File: src/rtl/tl_phase_sched.sv
// Phase scheduler for a two-road intersection with protected left turns.
// Four phases (A through, A left, B through, B left) are served round-robin
// on demand. Minimum green, maximum green, yellow and all-red clearance
// times are enforced, and the La/Lb light codes are decoded from the state.
module tl_phase_sched #(
    parameter int unsigned TW        = 5,
    parameter int unsigned MIN_GREEN = 4,
    parameter int unsigned MAX_GREEN = 16,
    parameter int unsigned YELLOW_T  = 2,
    parameter int unsigned ALLRED_T  = 1
) (
    input  logic       clk,
    input  logic       reset,
    input  logic       Ta,
    input  logic       Tal,
    input  logic       Tb,
    input  logic       Tbl,
    output logic [1:0] La,
    output logic [1:0] Lb,
    output logic [1:0] phase,
    output logic       phase_start
);

    // Light encodings shared by both approaches.
    localparam logic [1:0] LightGreen  = 2'b00;
    localparam logic [1:0] LightYellow = 2'b01;
    localparam logic [1:0] LightLeft   = 2'b10;
    localparam logic [1:0] LightRed    = 2'b11;

    // Thresholds resized to the timer width so comparisons stay width-matched.
    localparam logic [TW-1:0] MinGreenT = TW'(MIN_GREEN);
    localparam logic [TW-1:0] MaxGreenT = TW'(MAX_GREEN);
    localparam logic [TW-1:0] YellowT   = TW'(YELLOW_T);
    localparam logic [TW-1:0] AllRedT   = TW'(ALLRED_T);
    localparam logic [TW-1:0] TimerOne  = TW'(1);
    localparam logic [TW-1:0] TimerMax  = {TW{1'b1}};

    typedef enum logic [1:0] {
        StAllRed = 2'd0,
        StGreen  = 2'd1,
        StYellow = 2'd2
    } state_e;

    state_e        fsm_q, fsm_d;
    logic [1:0]    phase_q, phase_d;
    logic [TW-1:0] timer_q, timer_d;

    logic [3:0] demand;
    logic       own_demand;
    logic       other_demand;
    logic       grant_vld;
    logic [1:0] grant;

    // Demand vector indexed by phase number.
    always_comb begin
        demand       = {Tbl, Tb, Tal, Ta};
        own_demand   = demand[phase_q];
        other_demand = |(demand & ~(4'b0001 << phase_q));
    end

    // Round-robin search starting after the last-served phase; it is searched last.
    always_comb begin
        logic [1:0] cand;
        grant_vld = 1'b0;
        grant     = phase_q;
        cand      = phase_q;
        for (int unsigned k = 1; k <= 4; k++) begin
            cand = phase_q + 2'(k);
            if (!grant_vld && demand[cand]) begin
                grant_vld = 1'b1;
                grant     = cand;
            end
        end
    end

    // Next-state logic for the phase FSM and its dwell timer.
    always_comb begin
        fsm_d   = fsm_q;
        phase_d = phase_q;
        unique case (fsm_q)
            StAllRed: begin
                if (timer_q >= AllRedT && grant_vld) begin
                    fsm_d   = StGreen;
                    phase_d = grant;
                end
            end
            StGreen: begin
                if ((timer_q >= MinGreenT && !own_demand) ||
                    (timer_q >= MaxGreenT && other_demand)) begin
                    fsm_d = StYellow;
                end
            end
            StYellow: begin
                if (timer_q >= YellowT) begin
                    fsm_d = StAllRed;
                end
            end
            default: begin
                fsm_d = StAllRed;
            end
        endcase

        // Timer counts cycles in the current state, restarting at 1 on entry.
        if (fsm_d != fsm_q) begin
            timer_d = TimerOne;
        end else if (timer_q == TimerMax) begin
            timer_d = timer_q;
        end else begin
            timer_d = timer_q + TimerOne;
        end
    end

    // State registers; reset parks in all-red with phase 3 so P0 is searched first.
    always_ff @(posedge clk or posedge reset) begin
        if (reset) begin
            fsm_q   <= StAllRed;
            phase_q <= 2'd3;
            timer_q <= TimerOne;
        end else begin
            fsm_q   <= fsm_d;
            phase_q <= phase_d;
            timer_q <= timer_d;
        end
    end

    // Moore output decode from the registered state.
    always_comb begin
        La          = LightRed;
        Lb          = LightRed;
        phase       = phase_q;
        phase_start = 1'b0;
        unique case (fsm_q)
            StGreen: begin
                phase_start = (timer_q == TimerOne);
                unique case (phase_q)
                    2'd0:    La = LightGreen;
                    2'd1:    La = LightLeft;
                    2'd2:    Lb = LightGreen;
                    default: Lb = LightLeft;
                endcase
            end
            StYellow: begin
                if (!phase_q[1]) begin
                    La = LightYellow;
                end else begin
                    Lb = LightYellow;
                end
            end
            default: begin
                La = LightRed;
                Lb = LightRed;
            end
        endcase
    end

endmodule
File: config.mk
export PLATFORM = sky130hd
export DESIGN_NAME = tl_phase_sched
export DESIGN_NICKNAME = d
export VERILOG_FILES = /design/src/rtl/tl_phase_sched.sv
export SDC_FILE = /design/constraint.sdc
export NUM_CORES = 1
export LEC_CHECK = 0
export ABC_CLOCK_PERIOD_IN_PS = 4000
export BUFFER_PORTS_ARGS = -buffer_cell sky130_fd_sc_hd__clkbuf_2
export CAP_MARGIN = 10
export CORE_ASPECT_RATIO = 0.6
export CORE_UTILIZATION = 40
export CTS_CLUSTER_SIZE = 24
export DETAILED_ROUTE_END_ITERATION = 8
export GPL_TIMING_DRIVEN = 0
export MAX_ROUTING_LAYER = met4
export PLACE_DENSITY = 0.59
export SLEW_MARGIN = 10
export SYNTH_ARGS = -nofsm -noshare
export SYNTH_HDL_FRONTEND = slang
export SYNTH_SLANG_ARGS = --single-unit
File: constraint.sdc
create_clock -name clk -period 4 [get_ports clk]
set_clock_uncertainty 0.2 [all_clocks]
set_input_delay 0.8 -clock clk [delete_from_list [all_inputs] [get_ports clk]]
set_output_delay 0.8 -clock clk [all_outputs]
set_load 0.01 [all_outputs]
==> results.md, run 1 <==
- Status: completed
- Slowest stage cell, crit path: dfstp_2
- Clock root cell: clkbuf_8
- Vias in the first global route: 805
- Final setup viols: 0
- Post-Place Cells: 152
- Starting Density: 45.4%
- Clock transition at the registers of the reported paths: 0.04 ns
- GPL Wtd Cong: 0.866
- Register bit total from synthesis: 9
- Peak VDD IR: 0.000280 V
- Critical Path Stages: 5
- Unrepaired setup endpoints after global routing: no
- Yosys top cell by area: dfrtp_1
- Hold crit path type: in -> async
- PnR worst setup slack: 1.13 ns
- Die ar.: 2840 um^2
- Synth Area in Compound Gates: 14.3%
- Delay-heaviest family, CP: flip-flops
- Top cells by area, synth: dfrtp_1 14%, ha_1 14%, dfstp_2 7.5%, mux4_2 6.4%, mux2i_1 5.7%
- Ports: 13
- # DRC: 0
- Pleak: 0.539 nW
- Area delta synth->final: 12.6%
- Post-synth ARST share: 100%
- DR vias/cell: 5.92
- Nets: 145
- Critical Path Max Stage Delay: 0.60 ns
- Initial antenna violation count: 0
- Slew headroom: 64.8%
- Total clock sinks: 9
- Core area: 2310 um^2
- Chip Height: 41.7 um
- Worst hold slack: 0.306 ns
- Critical path origin: phase[0]
- Worst EP required: 3.00 ns
- Post-CTS Setup Inserts: 0
- CTS Buffer Depth: 2
- Ys Warns: 0
- Fin. Hold Viols: 0
- Post-synthesis adder-cell area fraction: 14.3%
- Post-Syn Area: 1050 um^2
- PortBufs: 10
- Worst setup SP type: register
- Crit path cell chain: clkbuf_8 -> inv_1 -> ha_1 -> o311ai_0 -> clkbuf_2
- Slew Viols, Final: 0
- Ys flop type: dfrtp_1
- Total grt overflow: 0
- Maxcap violations: 0
- Worst Setup EP: La[0]
- Final-layout fill cell count: 215
- Main combinational cell family by area after synthesis: simple AND/OR/NAND/NOR gates
- Num CTS Buffers: 3
- FMAX: 349 MHz
- CTS tree: done
- Largest net degree at the start of global routing: 11
- Drt wl/cell: 16.1 um
- Non-filler cells, final: 156
- Initial DRC count: 79
- Pre-antenna DRT Iters: 4
- Core Rows: 13
- Total GRT Usage: 19.6%
- H-tree depth: 1
- Final WL: 2.51 mm
- Post-route ant nets: 0
- CP Max Fanout: 10
- Diodes inserted: 0
- Reg2Reg Depth: 7
- Clock Latency Late Sink: 0.23 ns
- Critical Path Sink Type: primary output
- Pre-CTS setup slack: 1.36 ns
- Syn nets: 130
- Reg2reg start: phase[0]
- Synth Instances: 112
- Pwr dens: 827 nW/um^2
- Sum of buffers and inverters on the critical path: 3
- Tcrit/Tclk final: 71.6%
- Setup TNS: 0 ns
- Worst Path Arrival: 1.87 ns
- First-pass GRT wire length: 4.08 mm
- CTS Hold Buffers Added: 0
- Post-synthesis mux area share: 17.9%
- R2r setup slk: 1.35 ns
- Post-Synth XOR/XNOR Area: 3.34%
- Avg Cell Area, Syn: 9.37 um^2
- Post-DP HPWL: 1.95 mm
- Yosys cell types: 41
- Kind of critical path: reg -> out
- Number of enable flip-flop cells after synthesis: 0
- Min cycle time layout: 2.87 ns
- Worst-margin pin slew: 0.524 ns
- Sequential share of the synthesized area: 21.8%
- Vias: 924
- Resized cells post-CTS: 0
- Die width: 68.1 um
- Post-synthesis simple-gate area fraction: 20.9%
- Reg-to-reg endpoint: phase[1]
- Layout cell share with drive strength beyond 1: 26.2%
- Yosys top cell area share: 14.3%
[layer usage]
layer | share of wire, % | global-route usage (%) | wire length, um
met4 | 0 | 3.75 | 0
met3 | 9.1 | 2.47 | 229
met2 | 40 | 22.9 | 1000
met1 | 51 | 33.7 | 1280
met5 | 0 | - | 0
[power breakdown]
group / internal, mW / total [mW] / switching (mW)
registers: 0.144 / 0.209 / 0.0652
clock network: 0.0692 / 0.103 / 0.0333
logic: 0.310 / 0.666 / 0.356
[how the worst min path moves through the flow]
| stage | from | end | cells after the start |
|---|---|---|---|
| 2_1_floorplan | timer_q[2] | timer_q[2] | 2 |
| 3_3_place_gp | timer_q[2] | timer_q[2] | 2 |
| 3_5_place_dp | timer_q[2] | timer_q[2] | 2 |
| 4_1_cts | reset | fsm_q[1] | 2 |
| 5_1_grt | reset | fsm_q[0] | 2 |
| 6_report | reset | fsm_q[1] | 2 |
[kinds of logic after synthesis]
family,after synthesis
AO/OA/AOI/OAI,22
XOR/XNOR,4
adder cells (fa/ha/maj),12
buffers and inverters,15
flip-flops,9
multiplexers,13
AND/OR/NAND/NOR,37
[placed cells by master, fill, tap and decap left out, drive strengths merged, types with 3 or more instances in the layout]
master and n:
ha 12, o21ai 5, or2b 4, dfstp 3, nor2 5, nand3 3, xnor2 3, mux2 3
dfrtp 6, mux2i 6, nor3 7, a21oi 6, mux4 4, nand2 4, inv 11, and3 3
clkbuf 16
[cell usage after synthesis, drive strengths merged, types with 2 or more instances]
library cell / n
clkbuf: 2
nand4: 2
a21oi: 6
buf: 2
mux2: 3
ha: 12
a32oi: 2
or2b: 4
nor4: 2
xnor2: 3
inv: 11
dfrtp: 6
mux2i: 6
nor2: 5
nor2b: 2
o21ai: 5
dfstp: 3
nand3: 3
mux4: 4
or3: 2
nor3: 7
and3: 3
o221ai: 2
nand2: 4
[state kept, by name, summed over array words and instances (netlist names)]
name,flops
fsm_q,2
timer_q,5
phase,2
[through the flow]
step | instance area [um^2] | power (mW) | utilization (%)
CTS | 1180 | 0.976 | 51.2
global placement | 1140 | 0.850 | 49.2
global route | 1180 | 1.07 | 51.2
finish | 1180 | 0.978 | 51.2
detailed placement | 1140 | 0.865 | 49.2
floorplan | 1050 | 0.695 | -
[area by class of cell]
type                            instances  area [um^2]  area share (%)
Buffer                                  4         37.5            3.17
Timing Repair Buffer                   10         50.0            4.23
Multi-Input combinational cell         88          742            62.8
Tap cell                               30         37.5            3.17
Clock buffer                            4         45.0            3.81
Sequential cell                         9          229            19.4
Inverter                               11         41.3            3.49
No activity file was read; power rests on OpenSTA's default activity.
==> run 2: changes to the inputs <==
Settings changed: ABC_AREA set to 1, ABC_CLOCK_PERIOD_IN_PS 4000 to 2800.
Clock period 4 ns to 2.8 ns, I/O delays scaled along.
==> results.md, run 2 <==
- Ys flop type: dfrtp_1 (unchanged)
- Post-synthesis mux area share: 1.08% (was 17.9%)
- Main combinational cell family by area after synthesis: simple AND/OR/NAND/NOR gates (unchanged)
- Die width: 64.1 um (was 68.1 um)
- Total grt overflow: 0 (unchanged)
- Hold crit path type: in -> async (unchanged)
- Initial DRC count: 25 (was 79)
- Slew headroom: 78.2% (was 64.8%)
- CTS Hold Buffers Added: 0 (unchanged)
- Resized cells post-CTS: 0 (unchanged)
- Peak VDD IR: 0.000641 V (was 0.000280 V)
- Final-layout fill cell count: 231 (was 215)
- Kind of critical path: reg -> out (unchanged)
- Total GRT Usage: 17.6% (was 19.6%)
- Synth Instances: 128 (was 112)
- # DRC: 0 (unchanged)
- Post-synthesis simple-gate area fraction: 36.1% (was 20.9%)
- Post-DP HPWL: 1.71 mm (was 1.95 mm)
- Final WL: 2.06 mm (was 2.51 mm)
- Synth cell count leaders: 21 x inv_1, 21 x nand2_1, 16 x nand3_1 (was 12 x ha_1, 11 x inv_1, 7 x nor3_1)
- Vias: 847 (was 924)
- Number of flip-flops in the largest register: 5 (unchanged)
- Register Area: 229 um^2 (unchanged)
- First-pass GRT wire length: 3.20 mm (was 4.08 mm)
- P_sw: 759 uW (was 454 uW)
- Synth Area in Compound Gates: 8.78% (was 14.3%)
- Setup TNS: 0 ns (unchanged)
- Final setup viols: 0 (unchanged)
- Initial antenna violation count: 0 (unchanged)
- Post-Synth XOR/XNOR Area: 3.78% (was 3.34%)
- Most frequent cells in the layout: 21 x inv_1, 21 x nand2_1, 16 x nand3_1 (was 12 x ha_1, 11 x clkbuf_2, 11 x inv_1)
- Worst EP required: 2.04 ns (was 3.00 ns)
- Die ar.: 2520 um^2 (was 2840 um^2)
- Post-route ant nets: 0 (unchanged)
- Num CTS Buffers: 3 (unchanged)
- Part of the power in registers: 20.3% (was 21.4%)
- Status: completed (unchanged)
- Pre-antenna DRT Iters: 4 (unchanged)
- Pwr dens: 1340 nW/um^2 (was 827 nW/um^2)
- Maxcap violations: 0 (unchanged)
- Chip Height: 39.3 um (was 41.7 um)
- Yosys top cell area share: 16.2% (was 14.3%)
- Worst Path Arrival: 1.74 ns (was 1.87 ns)
- CTS tree: done (unchanged)
- Ports: 13 (unchanged)
- Critical Path Sink Type: primary output (unchanged)
- Yosys cell types: 21 (was 41)
- Placed Area: 1020 um^2 (was 1140 um^2)
- Nets: 163 (was 145)
- H-tree depth: 1 (unchanged)
- Ys Warns: 0 (unchanged)
- CTS Buffer Depth: 2 (unchanged)
- Largest net degree at the start of global routing: 10 (was 11)
- Register bit total from synthesis: 9 (unchanged)
- Yosys top cell by area: dfrtp_1 (unchanged)
- Post-synth ARST share: 100% (unchanged)
- Pleak: 0.572 nW (was 0.539 nW)
- Fin. Hold Viols: 0 (unchanged)
- Diodes inserted: 0 (unchanged)
- Post-Syn Area: 926 um^2 (was 1050 um^2)
- Final instance area: 1070 um^2 (was 1180 um^2)
- Syn nets: 146 (was 130)
- Area delta synth->final: 15.4% (was 12.6%)
- Tcrit/Tclk final: 89.2%
- Power Internal: 678 uW (was 524 uW)
- Number of enable flip-flop cells after synthesis: 0 (unchanged)
- PortBufs: 12 (was 10)
- Sequential share of the synthesized area: 24.7% (was 21.8%)
- Drt wl/cell: 11.9 um (was 16.1 um)
- Area of the multi-input gates: 611 um^2 (was 742 um^2)
- Avg Cell Area, Syn: 7.23 um^2 (was 9.37 um^2)
- Core Rows: 13 (unchanged)
- Comb pwr share: 69.5% (was 68.1%)
- Layout cell share with drive strength beyond 1: 25.0% (was 26.2%)
- Slew Viols, Final: 0 (unchanged)
- Worst setup SP type: register (unchanged)
- DR vias/cell: 4.87 (was 5.92)
- Post-synthesis adder-cell area fraction: 16.2% (was 14.3%)
- Starting Density: 42.5% (was 45.4%)
- Clk network pwr share: 10.1% (was 10.5%)
- Largest Register: timer_q (unchanged)
- Clock Latency Late Sink: 0.23 ns (about the same)
- GPL Wtd Cong: 0.795 (was 0.866)
- Top cells by area, synth: dfrtp_1 16%, ha_1 16%, nand2_2 8.8%, nand3_1 8.6%, dfstp_2 8.5% (was dfrtp_1 14%, ha_1 14%, dfstp_2 7.5%, mux4_2 6.4%, mux2i_1 5.7%)
- Core area: 2180 um^2 (was 2310 um^2)
- Worst-margin pin slew: 0.326 ns (was 0.524 ns)
- Clock transition at the registers of the reported paths: 0.05 ns (was 0.04 ns)
- Clock root cell: clkbuf_8 (unchanged)
- FMAX: 400 MHz
- Post-CTS Setup Inserts: 0 (unchanged)
- Final core utilization: 49.0% (was 51.2%)
- Switching part of the total power: 52.8% (was 46.4%)
- Min cycle time layout: 2.50 ns
- Vias in the first global route: 671 (was 805)
- Unrepaired setup endpoints after global routing: no (unchanged)
- Total clock sinks: 9 (unchanged)
- CP Max Fanout: 8 (was 10)
[run 2: changes by cell type after synthesis, moves of 3 or more]
cell | before | now
nor2_1 | 4 | 8
nand2_2 | 0 | 13
nand3_1 | 3 | 16
xor2_1 | 1 | 4
mux2_2 | 3 | 0
mux4_2 | 3 | 0
mux2i_1 | 6 | 1
a21oi_1 | 6 | 0
or2b_2 | 3 | 0
nand2_1 | 4 | 21
nor3_1 | 7 | 1
xnor2_1 | 3 | 0
inv_1 | 11 | 21
[run 2: critical path: stages, from the launching register on]
cell	delay [ns]
dfstp_2	0.61
inv_2	0.12
ha_1	0.25
o311ai_0	0.33
clkbuf_2	0.20
[run 2: path summary, 6_finish.rpt]
check	from	end	slack, ns	cells after the start
max in group asynchronous	reset	timer_q[0]	2.05	2
min	reset	fsm_q[1]	0.06	2
min reg2reg	phase[1]	phase[1]	0.36	2
min in group clk	phase[1]	phase[1]	0.36	2
max reg2reg	phase[0]	timer_q[2]	0.38	13
max	phase[0]	La[0]	0.30	4
[run 2: metal layers]
layer  track usage [%]  routed length [um]
met4              3.89                  15
met3              2.91                  68
met1              27.2                1220
met2              22.9                 758
met5                 -                   0
[run 2: cell families after synthesis]
group	count (synthesis)
AO/OA/AOI/OAI	13
XOR/XNOR	4
adder cells (fa/ha/maj)	12
buffers and inverters	23
flip-flops	9
multiplexers	1
AND/OR/NAND/NOR	66
[run 2: power by group through the flow]
stage               registers [mW]  clock network, mW  logic [mW]
floorplan                    0.274                  0       0.745
global placement             0.289                  0       0.967
detailed placement           0.293                  0       0.997
CTS                          0.292              0.147        1.00
global route                 0.303              0.155        1.14
finish                       0.292              0.146       0.999
[run 2: cell type report]
class                   count  area share, %
clock buffers               4           4.22
inverters                  23           8.08
multi-input cells          96           57.1
flip-flops and latches      9           21.4
well taps                  30           3.51
repair buffers             12           5.62
[run 2: stage by stage]
step | hold WS [ns] | std cells | setup WS [ns] | power [mW]
after detailed placement | 0.310 | 170 | 0.384 | 1.29
after global placement | 0.305 | 170 | 0.437 | 1.26
after floorplan | 0.186 | 128 | 0.553 | 1.02
final | 0.0598 | 174 | 0.303 | 1.44
after global routing | 0.0966 | 174 | 0.212 | 1.59
after CTS | 0.0703 | 174 | 0.279 | 1.44
